--- config.mk ---
export PLATFORM = sky130hd
export DESIGN_NAME = base_arb_rr_burp
export DESIGN_NICKNAME = d
export VERILOG_FILES = /design/src/rtl/base_arb_pkg.sv /design/src/rtl/base_arb_rr_pick.sv /design/src/rtl/base_arb_rr_burp.sv
export SDC_FILE = /design/constraint.sdc
export NUM_CORES = 1
export LEC_CHECK = 0
export BUFFER_PORTS_ARGS = -buffer_cell sky130_fd_sc_hd__buf_2
export CAP_MARGIN = 15
export CELL_PAD_IN_SITES_DETAIL_PLACEMENT = 0
export CELL_PAD_IN_SITES_GLOBAL_PLACEMENT = 1
export CORE_MARGIN = 1
export CORE_UTILIZATION = 44
export CTS_BUF_LIST = sky130_fd_sc_hd__clkbuf_8
export DETAILED_ROUTE_END_ITERATION = 10
export GPL_TIMING_DRIVEN = 0
export PLACE_DENSITY = 0.88
export SLEW_MARGIN = 0
export SYNTH_ARGS = -nofsm -noshare
export SYNTH_HDL_FRONTEND = slang
export SYNTH_SLANG_ARGS = --single-unit
--- constraint.sdc ---
create_clock -name clk -period 4.5 [get_ports clk]
set_clock_uncertainty 0.1 [all_clocks]
set_input_delay 0.9 -clock clk [delete_from_list [all_inputs] [get_ports clk]]
set_output_delay 0.9 -clock clk [all_outputs]
set_load 0.01 [all_outputs]
--- src/rtl/base_arb_pkg.sv ---
// base_arb_pkg: shared helpers for the round-robin burst arbiter.
//   idx_w   - width of a requester index, clog2(ways) with a floor of 1
//   rr_pick - round-robin scan of a valid vector starting at ptr,
//             returns {found, index}
package base_arb_pkg;

    localparam int MAX_WAYS = 16;

    function automatic int idx_w(input int ways);
        return ($clog2(ways) < 1) ? 1 : $clog2(ways);
    endfunction

    // Scan ptr, ptr+1, ... modulo ways. The loop runs from the far end
    // back to ptr so that the last write is the first hit in scan order.
    function automatic logic [4:0] rr_pick(input logic [MAX_WAYS-1:0] v,
                                           input logic [3:0]          ptr,
                                           input int                  ways);
        logic [4:0] r;
        int         k;
        r = '0;
        for (int j = MAX_WAYS - 1; j >= 0; j--) begin
            if (j < ways) begin
                k = int'(ptr) + j;
                if (k >= ways) k = k - ways;
                if (v[k]) r = {1'b1, 4'(k)};
            end
        end
        return r;
    endfunction

endpackage

--- src/rtl/base_arb_rr_pick.sv ---
// base_arb_rr_pick: combinational round-robin selector.
//   v     - per-requester valid
//   ptr   - requester index with highest priority this cycle
//   grant - one-hot grant (all zero when nothing is valid)
//   idx   - index of the granted requester
//   any   - some requester is valid
module base_arb_rr_pick
    import base_arb_pkg::*;
#(
    parameter int ways = 4,
    parameter int iw   = idx_w(ways)
) (
    input  logic [0:ways-1] v,
    input  logic [iw-1:0]   ptr,
    output logic [0:ways-1] grant,
    output logic [iw-1:0]   idx,
    output logic            any
);

    logic [MAX_WAYS-1:0] v_ext;
    logic [3:0]          ptr_ext;
    logic [4:0]          pick;

    always_comb begin
        v_ext = '0;
        for (int k = 0; k < ways; k++) v_ext[k] = v[k];
        ptr_ext = 4'(ptr);
        pick    = rr_pick(v_ext, ptr_ext, ways);
        any     = pick[4];
        idx     = iw'(pick[3:0]);
        grant   = '0;
        for (int k = 0; k < ways; k++) grant[k] = pick[4] && (pick[3:0] == 4'(k));
    end

endmodule

--- src/rtl/base_arb_rr_burp.sv ---
// base_arb_rr_burp: round-robin arbiter that keeps multi-beat packets
// together, with a registered main+skid output stage.
//   clk, reset      - clock, asynchronous active-low reset
//   i_v/i_d/i_e/i_r - per-requester valid, data, end-of-packet, ready
//   o_v/o_d/o_e/o_s - output valid, data, end-of-packet, source index
//   o_r             - downstream ready
// Ready upstream depends only on the registered skid flag, so o_r never
// reaches i_r combinationally; all outputs come straight from main.
module base_arb_rr_burp
    import base_arb_pkg::*;
#(
    parameter int ways  = 4,
    parameter int width = 1
) (
    input  logic                    clk,
    input  logic                    reset,
    input  logic [0:ways-1]         i_v,
    input  logic [0:ways*width-1]   i_d,
    input  logic [0:ways-1]         i_e,
    output logic [0:ways-1]         i_r,
    output logic                    o_v,
    output logic [0:width-1]        o_d,
    output logic                    o_e,
    output logic [0:idx_w(ways)-1]  o_s,
    input  logic                    o_r
);

    localparam int iw = idx_w(ways);

    logic [iw-1:0]    ptr, lock_idx, pick_idx, src;
    logic             lock, pick_any;
    logic [0:ways-1]  pick_grant, grant;
    logic             space, accept, drain;
    logic [0:width-1] in_d, main_d, skid_d;
    logic             in_e, main_v, main_e, skid_v, skid_e;
    logic [iw-1:0]    main_s, skid_s;

    base_arb_rr_pick #(.ways(ways), .iw(iw)) u_pick (
        .v     (i_v),
        .ptr   (ptr),
        .grant (pick_grant),
        .idx   (pick_idx),
        .any   (pick_any)
    );

    // Gating with reset holds ready low during reset and lets requester 0
    // in on the very first cycle after release.
    assign space = reset & ~skid_v;

    // While locked the grant stays with the packet owner; if the owner
    // drops valid nobody else gets through.
    always_comb begin
        grant = pick_grant;
        src   = pick_idx;
        if (lock) begin
            src = lock_idx;
            for (int k = 0; k < ways; k++) grant[k] = i_v[k] && (lock_idx == iw'(k));
        end
    end

    assign i_r    = space ? grant : '0;
    assign accept = |i_r;
    assign drain  = main_v & o_r;

    always_comb begin
        in_d = '0;
        in_e = 1'b0;
        for (int k = 0; k < ways; k++) begin
            if (src == iw'(k)) begin
                in_d = i_d[k*width +: width];
                in_e = i_e[k];
            end
        end
    end

    always_ff @(posedge clk or negedge reset) begin
        if (!reset) begin
            ptr      <= '0;
            lock     <= 1'b0;
            lock_idx <= '0;
            main_v   <= 1'b0;
            main_d   <= '0;
            main_e   <= 1'b0;
            main_s   <= '0;
            skid_v   <= 1'b0;
            skid_d   <= '0;
            skid_e   <= 1'b0;
            skid_s   <= '0;
        end else begin
            if (accept) begin
                if (in_e) begin
                    lock <= 1'b0;
                    ptr  <= (src == iw'(ways - 1)) ? '0 : src + 1'b1;
                end else begin
                    lock     <= 1'b1;
                    lock_idx <= src;
                end
            end
            // A full skid blocks acceptance, so only the skid-to-main move
            // can happen in that case.
            if (skid_v) begin
                if (drain) begin
                    main_d <= skid_d;
                    main_e <= skid_e;
                    main_s <= skid_s;
                    skid_v <= 1'b0;
                end
            end else if (accept) begin
                if (!main_v || drain) begin
                    main_v <= 1'b1;
                    main_d <= in_d;
                    main_e <= in_e;
                    main_s <= src;
                end else begin
                    skid_v <= 1'b1;
                    skid_d <= in_d;
                    skid_e <= in_e;
                    skid_s <= src;
                end
            end else if (drain) begin
                main_v <= 1'b0;
            end
        end
    end

    assign o_v = main_v;
    assign o_d = main_d;
    assign o_e = main_e;
    assign o_s = main_s;

endmodule

==> parameters.txt, run 1 <==
Parameter                              Value

Status
  Violated checks ... design-rule violations
  Status ... finished, violations left

Yosys
  Post-synthesis instance area ... between 1000 and 1500 sq um
  Sequential share of the synthesized area ... 0.284
  Number of distinct library cell variants in the gate-level netlist after synthesis ... 51
  Dominant synthesized flop cell ... dfrtp_1
  Cell taking the most area after synthesis ... dfrtp_1
  Total nets after synthesis ... around 160
  Ys Warns ... 0
  Synth area leaders ... dfrtp_1 28%, ha_1 8.5%, mux2_4 8.0%
  Proportion of synthesized flip-flops having asynchronous set or reset ... 1.00
  Yosys reg bits ... 15
  Number of cells produced by synthesis ... 139
  Fraction of post-synthesis cell area in the top cell type by area ... 0.284
  Number of enable flip-flop cells after synthesis ... 0
  Average instance area after synthesis ... 9.51 sq um

Detailed routing
  Number of DRC markers in iteration 0 ... 50
  Remaining number of nets flagged by the antenna check after routing ... 0
  Via/cell ratio ... between 6 and 7
  Remaining design rule violation count ... 4
  Total routed wirelength ... roughly 3 mm
  Detail-routed net length per standard cell ... between 15 and 20 um
  Number of detailed-routing iterations run before antenna repair ... 7
  Detailed-route via count ... 1194

Critical path
  Minimum setup slack among reg-to-reg paths ... 420 ps
  Data required, critical path ... 4530 ps
  Highest fanout seen on the critical path ... 7
  Terminus of the critical flop-to-flop path ... lock_idx[1]
  CP endpoint kind ... flop
  Worst setup path category ... flop to flop
  Length in cells of the worst reg-to-reg path ... 15
  CP startpoint kind ... flop
  Source of the worst register-to-register timing path ... ptr[1]
  Worst path arrival time ... between 4000 and 5000 ps

STA
  Shortest period the worst path allows ... around 4000 ps
  Max transition margin ... 0.659
  Final setup margin ... 422 ps
  Unrepaired setup endpoints after global routing ... no
  Total negative slack for setup checks ... 0 ps
  Portion of the clock cycle consumed by the worst path in the final layout ... 0.906
  Transition time of the tightest slew-check pin ... slightly above 500 ps
  Final hold vios ... 0
  Max frequency ... 0.245 GHz
  Total count of max-transition violations in the final report ... 0
  Setup violation total in the final timing report ... 0

Layout
  Leading cell type in the layout, fill and taps excluded ... buf_2
  Synth-to-layout area growth ... 15.2%
  Final core utilization ... 0.542
  Net total in the final layout ... 191
  Non-filler cells, final ... 197
  Antenna diode instance count ... 0
  Layout cell share with drive strength beyond 1 ... 0.295
  Leading cell types in the layout, fill and taps excluded ... 23 x buf_2, 15 x dfrtp_1, 13 x nand2_1, 10 x inv_1, 10 x a21oi_1

Clock tree
  Clock-pin slew on the worst setup and hold paths ... 60 ps
  Number of sinks driven by the clock tree ... 15
  CTS Hold Bufs ... 0
  Clock root cell ... clkbuf_8
  Depth of the CTS H-tree ... 1
  Deepest clock path buffer count ... 2
  Number of post-CTS setup repair buffers ... 0
  Latest clock arrival within the worst-skew pair ... approximately 250 ps
  TritonCTS clock tree ... yes
  CTS buffer count ... 3

Pwr
  Power density over the cells ... 190 nW/um^2
  Max IR drop VDD ... 0.000165 V
  Pleak ... 0.745 nW
  Switch share ... 0.260
  Seq pwr share ... 0.466
  Total internal power ... ~210 uW
  Combinational fraction of design power ... 0.155
  Switching power of the nets ... 75.4 uW
  Clk pwr share ... 0.379

Place
  Routability cong. ... 0.860
  Number of placed instances, taps included ... a little under 200
  Worst setup slack after placement ... 205 ps
  Total half-perimeter wirelength after legalization and detailed placement ... 2.34 mm
  Total of buffers placed on input and output ports ... 23

Hold path
  Worst min-delay path startpoint ... skid_d
  Hold Crit Class ... flop to flop
  Worst hold endpoint ... skid_d
  Count of cells along the worst hold path ... 1

Global route
  Number of global-route vias before repair ... 1102
  Aggregate global-route resource usage ... 0.200
  Global route overflow ... 0
  Initial antenna violation count ... 0
  Maximum number of pins on one net before global-route repair ... 17
  Global-route wire length before repair ... approximately 5 mm

Floorplan
  Top Ports ... 24
  Height of the chip ... 56.8 um
  Horizontal die dimension ... roughly 57 um
  Starting density of the core ... 0.471
  Core region area ... approximately 2800 sq um
  FP Rows ... 19
  Die footprint ... 3230 sq um

Run
  Number of max-cap violations ... 0
## final cells by class
cell class,instances,area (sq um)
Timing Repair Buffer,23,115
Tap cell,31,38.8
Clock inverter,1,5.00
Multi-Input combinational cell,108,882
Fill cell,285,1280
Inverter,13,48.8
Sequential cell,15,375
Clock buffer,3,41.3
Buffer,3,15.0
## worst max path at each step
stage,start,end
final,ptr[1],lock_idx[1]
after global routing,ptr[0],lock_idx[1]
after CTS,ptr[0],ptr[1]
after detailed placement,i_v[1],ptr[1]
after global placement,i_v[1],lock_idx[1]
after floorplan,i_v[1],lock_idx[1]
## flip-flops by register name, indices dropped and copies added, names as in the netlist
| register | flops |
|---|---|
| skid_d | 1 |
| lock | 1 |
| o_v | 1 |
| lock_idx | 2 |
| skid_s | 2 |
| o_s | 2 |
| skid_e | 1 |
| o_e | 1 |
| o_d | 1 |
| ptr | 2 |
| skid_v | 1 |
## worst max-delay path: stages, from the launching register on
cell and delay, ps:
dfrtp_1 500, inv_1 180, ha_1 390, a21boi_0 300
a22oi_1 110, nor4_1 360, a221oi_2 120, nor2_1 360
inv_1 200, ha_1 240, nand3b_1 90, a21oi_1 60
a21oi_1 130, o21ai_1 160, a31oi_2 300, mux2_1 360
## stage by stage
step | hold WS [ps] | total power, mW | cell area [sq um]
after floorplan | 382 | 0.164 | 1320
after detailed placement | 398 | 0.182 | 1480
after global routing | 434 | 0.302 | 1520
after global placement | 396 | 0.180 | 1480
after CTS | 420 | 0.292 | 1520
final | 417 | 0.290 | 1520
## power groups by stage
| stage | clock (mW) | combinational, mW | sequential, mW |
|---|---|---|---|
| after floorplan | 0 | 0.0269 | 0.137 |
| after global placement | 0 | 0.0430 | 0.137 |
| after detailed placement | 0 | 0.0442 | 0.137 |
| after CTS | 0.113 | 0.0447 | 0.135 |
| after global routing | 0.117 | 0.0502 | 0.135 |
| final | 0.110 | 0.0449 | 0.135 |
## metal layers
| layer | up-vias | routed length (um) | global-route usage |
|---|---|---|---|
| li1 | 583 | - | - |
| met1 | 573 | 1520 | 0.279 |
| met2 | 34 | 1370 | 0.318 |
| met3 | 4 | 101 | 0.0276 |
| met4 | 0 | 31 | 0.0662 |
| met5 | - | 0 | 0 |
## synthesized netlist by cell type (2+ instances only)
master,count
a21o_1,2
a21oi_1,10
a221o_1,2
a22oi_1,2
a31oi_1,2
clkbuf_1,2
dfrtp_1,15
ha_1,9
inv_1,10
inv_2,3
mux2_1,2
mux2_4,7
mux2i_1,3
nand2_1,13
nand2b_1,3
nand3_1,2
nand3b_1,3
nand4_1,3
nor2_1,4
nor3_1,3
o21ai_0,6
o221ai_1,2
o31ai_1,2
or2_1,2
## cells by family after synthesis
kind of cell	count (synthesis)	synth area share
adder cells (fa/ha/maj)	9	0.0852
multiplexers	13	0.128
flip-flops	15	0.284
AND/OR/NAND/NOR	40	0.159
buffers and inverters	16	0.0483
AO/OA/AOI/OAI	46	0.295
## repair_timing
action	CTS	global route
endpoints found under the hold margin	0	0
gates resized for setup	0	1
setup endpoints to repair	0	3
Power figures use the tool's default switching activity.
==> inputs of run 2 (changes only) <==
PLACE_DENSITY = unset   (was 0.88)
PLACE_DENSITY_LB_ADDON = 0.1   (was unset)
==> run 2 against run 1 <==
- the flow still finishes with violations (design-rule violations)
- worst hold slack better by 2.0 ps
- final area stayed put
- non-clock buffer count stayed put
- clock power hardly changed
- critical endpoint unchanged
- via count is 0.42% lower
- sequential share of layout area stayed put
- largest cell class unchanged
- cell count stayed put
- critical path depth is 1 higher
- utilization stayed put
- sequential power hardly changed
==> parameters.txt, run 2 (synthesized netlist as in run 1, its figures left out) <==
Parameter                              Value

STA
  Shortest period the worst path allows ... 4040 ps
  Unrepaired setup endpoints after global routing ... no
  Portion of the clock cycle consumed by the worst path in the final layout ... 0.897
  Final setup margin ... 464 ps
  Setup violation total in the final timing report ... 0
  Max frequency ... 0.248 GHz
  Total count of max-transition violations in the final report ... 0
  Final hold vios ... 0
  Total negative slack for setup checks ... 0 ps
  Transition time of the tightest slew-check pin ... 584 ps
  Max transition margin ... 0.606

Status
  Violated checks ... design-rule violations
  Status ... finished, violations left

Detailed routing
  Number of DRC markers in iteration 0 ... 48
  Remaining number of nets flagged by the antenna check after routing ... 0
  Via/cell ratio ... 6.04
  Remaining design rule violation count ... 6
  Detailed-route via count ... roughly 1200
  Number of detailed-routing iterations run before antenna repair ... 7
  Total routed wirelength ... around 3.0 mm
  Detail-routed net length per standard cell ... 15.3 um

Global route
  Global-route wire length before repair ... 5.08 mm
  Number of global-route vias before repair ... roughly 1100
  Initial antenna violation count ... 0
  Maximum number of pins on one net before global-route repair ... 17
  Global route overflow ... 0
  Aggregate global-route resource usage ... 0.203

Clock tree
  Clock-pin slew on the worst setup and hold paths ... 60 ps
  CTS Hold Bufs ... 0
  CTS buffer count ... 3
  Number of post-CTS setup repair buffers ... 0
  Clock root cell ... clkbuf_8
  Deepest clock path buffer count ... 2
  Depth of the CTS H-tree ... 1
  Latest clock arrival within the worst-skew pair ... 250 ps
  TritonCTS clock tree ... yes
  Number of sinks driven by the clock tree ... 15

Layout
  Footprint of the flip-flops and latches ... roughly 380 sq um
  Non-filler cells, final ... 197
  Area of the multi-input gates ... 882 sq um
  Leading cell type in the layout, fill and taps excluded ... buf_2
  Synth-to-layout area growth ... 15.2%
  Net total in the final layout ... around 190
  Antenna diode instance count ... 0
  Leading cell types in the layout, fill and taps excluded ... 23 x buf_2, 15 x dfrtp_1, 13 x nand2_1, 10 x inv_1, 10 x a21oi_1
  Layout cell share with drive strength beyond 1 ... 0.295
  Fillcell total ... approximately 260

Pwr
  Pleak ... approximately 0.75 nW
  Power density over the cells ... 190 nW/um^2
  Max IR drop VDD ... 0.000197 V

Floorplan
  Height of the chip ... 56.8 um
  Top Ports ... 24
  Starting density of the core ... 0.471
  Core region area ... between 2000 and 3000 sq um
  FP Rows ... 19
  Die footprint ... 3230 sq um
  Horizontal die dimension ... 56.8 um

Place
  Total of buffers placed on input and output ports ... 23
  Worst setup slack after placement ... 158 ps
  Routability cong. ... 0.823
  Number of placed instances, taps included ... 193
  Total half-perimeter wirelength after legalization and detailed placement ... 2.37 mm

Critical path
  Worst path arrival time ... around 4000 ps
  Crit-path cells ... buf_4 -> inv_1 -> ha_1 -> a21boi_0 -> a22oi_1 -> nor4_1 -> a221oi_2 -> nor2_1 -> inv_1 -> ha_1 -> nand3b_1 -> a21oi_1 -> a21oi_1 -> o21ai_1 -> a31oi_2 -> mux2_1
  Data required, critical path ... 4530 ps
  CP startpoint kind ... flop
  CP endpoint kind ... flop
  Highest fanout seen on the critical path ... 10
  Crit path buf inv count ... 3
  Worst setup path category ... flop to flop
  Slowest cell delay on critical path ... 400 ps
  Master of the slowest instance on the critical path ... dfrtp_1
  Cell type group with the largest total delay on the critical path ... compound AO/OA/AOI/OAI gates

Hold path
  Hold Crit Class ... flop to flop

Run
  Number of max-cap violations ... 0
==> run 2: cell counts in the layout (fill, tap and decap cells not counted) <==
No cell type changed its count.
==> run 2: worst paths after layout <==
path | start | endpoint | slack (ps) | cells after the start
worst min register to register | skid_s[1] | skid_s[1] | 420 | 1
worst max-delay path | ptr[0] | lock_idx[1] | 460 | 16
worst max register to register | ptr[0] | lock_idx[1] | 460 | 16
min in group asynchronous | reset | o_s[1] | 450 | 1
max in group asynchronous | reset | lock | 3590 | 1
worst min-delay path | skid_s[1] | skid_s[1] | 420 | 1
==> run 2: area by class of cell <==
| type | instances | area share |
|---|---|---|
| Sequential cell | 15 | 0.247 |
| Clock inverter | 1 | 0.00329 |
| Buffer | 3 | 0.00987 |
| Timing Repair Buffer | 23 | 0.0757 |
| Clock buffer | 3 | 0.0271 |
| Inverter | 13 | 0.0321 |
| Tap cell | 31 | 0.0255 |
| Multi-Input combinational cell | 108 | 0.580 |
==> run 2: metal layers <==
| metal | GRT usage | share of wire | vias up |
|---|---|---|---|
| met4 | 0.0836 | 0.016 | 0 |
| li1 | - | - | 581 |
| met3 | 0.0369 | 0.056 | 6 |
| met1 | 0.285 | 0.51 | 566 |
| met2 | 0.306 | 0.41 | 36 |
| met5 | 0 | 0 | - |
==> run 2: per-stage QoR <==
step	util	instance area (sq um)	hold WS [ps]	power, mW
2_1_floorplan	-	1320	382	0.164
3_3_place_gp	0.526	1480	398	0.182
3_5_place_dp	0.526	1480	402	0.183
4_1_cts	0.542	1520	420	0.292
5_1_grt	0.542	1520	441	0.304
6_report	0.542	1520	419	0.289
==> run 2: where the power goes <==
part | internal, mW | switching [mW]
combinational | 0.0183 | 0.0273
clock | 0.0613 | 0.0468
sequential | 0.135 | 0
total | 0.214 | 0.0741
==> run 2: timing repair <==
action	in CTS	in global routing
endpoints found under the setup margin	0	3
gates resized for setup	0	1
endpoints found under the hold margin	0	0
==> inputs of run 3 (changes only) <==
ABC_CLOCK_PERIOD_IN_PS = 4500   (was unset)
SETUP_SLACK_MARGIN = 0.5   (was unset)
==> run 3 against run 2 <==
- the flow still finishes with violations (design-rule violations)
- routed wire length increased by 0.56%
- worst hold slack about the same
- cell count did not move
- combinational power is 3% higher
- utilization increased by 0.45 points
- sequential share of layout area is 0.20 points lower
- critical endpoint is now i_r[2]
- largest cell class unchanged
- highest routed layer unchanged
==> parameters.txt, run 3 (synthesized netlist as in run 1, its figures left out) <==
Parameter                              Value

Status
  Status ... finished, violations left
  Violated checks ... design-rule violations

Critical path
  Master of the slowest instance on the critical path ... a221oi_2
  Worst setup path category ... input port to output port
  Data required, critical path ... 3500 ps
  Minimum setup slack among reg-to-reg paths ... 780 ps
  Length in cells of the worst reg-to-reg path ... 16
  Terminus of the critical flop-to-flop path ... lock_idx[1]
  Highest fanout seen on the critical path ... 5
  CP startpoint kind ... input port
  Most frequent cell on the critical path ... buf_2
  Cell type group with the largest total delay on the critical path ... compound AO/OA/AOI/OAI gates
  Crit path buf inv count ... 3
  Crit-path cells ... buf_2 -> mux2_4 -> a221o_1 -> a21o_1 -> a221oi_2 -> o221ai_2 -> inv_2 -> buf_2
  CP endpoint kind ... output port
  Source of the worst register-to-register timing path ... ptr[0]
  Slowest cell delay on critical path ... 450 ps
  Worst path arrival time ... 2840 ps

Floorplan
  Starting density of the core ... 0.471
  Height of the chip ... ~57 um
  Core region area ... 2810 sq um
  FP Rows ... 19
  Horizontal die dimension ... 56.8 um
  Top Ports ... 24
  Die footprint ... 3230 sq um

Detailed routing
  Via/cell ratio ... 6.06
  Remaining design rule violation count ... 6
  Total routed wirelength ... between 3 and 4 mm
  Remaining number of nets flagged by the antenna check after routing ... 0
  Number of DRC markers in iteration 0 ... 52
  Detailed-route via count ... 1193
  Number of detailed-routing iterations run before antenna repair ... 8
  Detail-routed net length per standard cell ... approximately 15 um

STA
  Setup violation total in the final timing report ... 0
  Shortest period the worst path allows ... between 3000 and 4000 ps
  Transition time of the tightest slew-check pin ... roughly 460 ps
  Max frequency ... about 0.26 GHz
  Total negative slack for setup checks ... 0 ps
  Max transition margin ... 0.693
  Final hold vios ... 0
  Unrepaired setup endpoints after global routing ... yes
  Total count of max-transition violations in the final report ... 0
  Portion of the clock cycle consumed by the worst path in the final layout ... 0.852

Layout
  Fillcell total ... 264
  Net total in the final layout ... 191
  Leading cell types in the layout, fill and taps excluded ... 23 x buf_2, 15 x dfrtp_1, 13 x nand2_1, 10 x inv_1, 10 x a21oi_1
  Synth-to-layout area growth ... 16.1%
  Antenna diode instance count ... 0
  Layout cell share with drive strength beyond 1 ... 0.313
  Leading cell type in the layout, fill and taps excluded ... buf_2

Place
  Total of buffers placed on input and output ports ... 23
  Routability cong. ... around 0.8
  Total half-perimeter wirelength after legalization and detailed placement ... approximately 2.4 mm

Pwr
  Max IR drop VDD ... 0.000197 V
  Power density over the cells ... about 190 nW/um^2
  Pleak ... 0.748 nW
  Total power ... ~290 uW

Clock tree
  Clock root cell ... clkbuf_8
  Number of sinks driven by the clock tree ... 15
  Number of post-CTS setup repair buffers ... 0
  Latest clock arrival within the worst-skew pair ... 250 ps
  Deepest clock path buffer count ... 2
  TritonCTS clock tree ... yes
  Depth of the CTS H-tree ... 1
  CTS buffer count ... 3
  Clock-pin slew on the worst setup and hold paths ... around 60 ps

Global route
  Global-route wire length before repair ... 5.06 mm
  Maximum number of pins on one net before global-route repair ... 17
  Number of global-route vias before repair ... 1092
  Initial antenna violation count ... 0
  Global route overflow ... 0
  Aggregate global-route resource usage ... 0.202

Hold path
  Count of cells along the worst hold path ... 1
  Hold Crit Class ... flop to flop
  Worst hold endpoint ... skid_s[1]
  Worst min-delay path startpoint ... skid_s[1]

Run
  Number of max-cap violations ... 0
[run 3: power by group]
group	internal, mW	switching (mW)
clock network	0.0613	0.0468
registers	0.135	0
logic	0.0188	0.0282
total	0.215	0.0750
[run 3: how the worst max path moves through the flow]
stage,cells past startpoint,to,slack [ps],from
finish,8,i_r[2],660,i_v[1]
floorplan,12,lock_idx[1],830,i_v[1]
global placement,14,lock_idx[1],150,i_v[1]
CTS,16,lock_idx[1],600,ptr[0]
detailed placement,14,ptr[0],160,i_v[1]
global route,16,lock_idx[1],480,ptr[0]
[run 3: metal layers]
metal | vias to the layer above | share of wire | global-route usage
li1 | 582 | - | -
met1 | 577 | 0.51 | 0.284
met2 | 28 | 0.42 | 0.306
met3 | 6 | 0.046 | 0.0369
met4 | 0 | 0.016 | 0.0801
met5 | - | 0 | 0
[run 3: timing repair]
action / in CTS / in global routing
pin swaps: 0 / 0
endpoints found under the setup margin: 6 / 10
hold buffers: 0 / 0
gates resized for setup: 2 / 3
[run 3: worst reg2reg max path: cells and delay by family, from the launching register on]
kind,cells,cell delay [ps]
flip-flops,1,400
buffers and inverters,3,460
adder cells (fa/ha/maj),2,590
AO/OA/AOI/OAI,7,1110
multiplexers,1,340
AND/OR/NAND/NOR,3,600
[run 3: area by class of cell]
type	count	area (sq um)	share of cell area
clock buffer	3	41.3	0.0269
timing repair buffer	23	115	0.0750
buffer	3	15.0	0.00979
multi-input combinational	108	895	0.583
tap	31	38.8	0.0253
clock inverter	1	5.00	0.00326
inverter	13	48.8	0.0318
sequential	15	375	0.245
[run 3: through the flow]
stage	hold WS, ps	util	instance area (sq um)	std cells	setup slack (ps)
global route	441	0.547	1530	197	481
CTS	420	0.543	1520	197	603
finish	419	0.547	1530	197	664
detailed placement	402	0.526	1480	193	158
floorplan	382	-	1320	139	827
global placement	398	0.526	1480	193	148
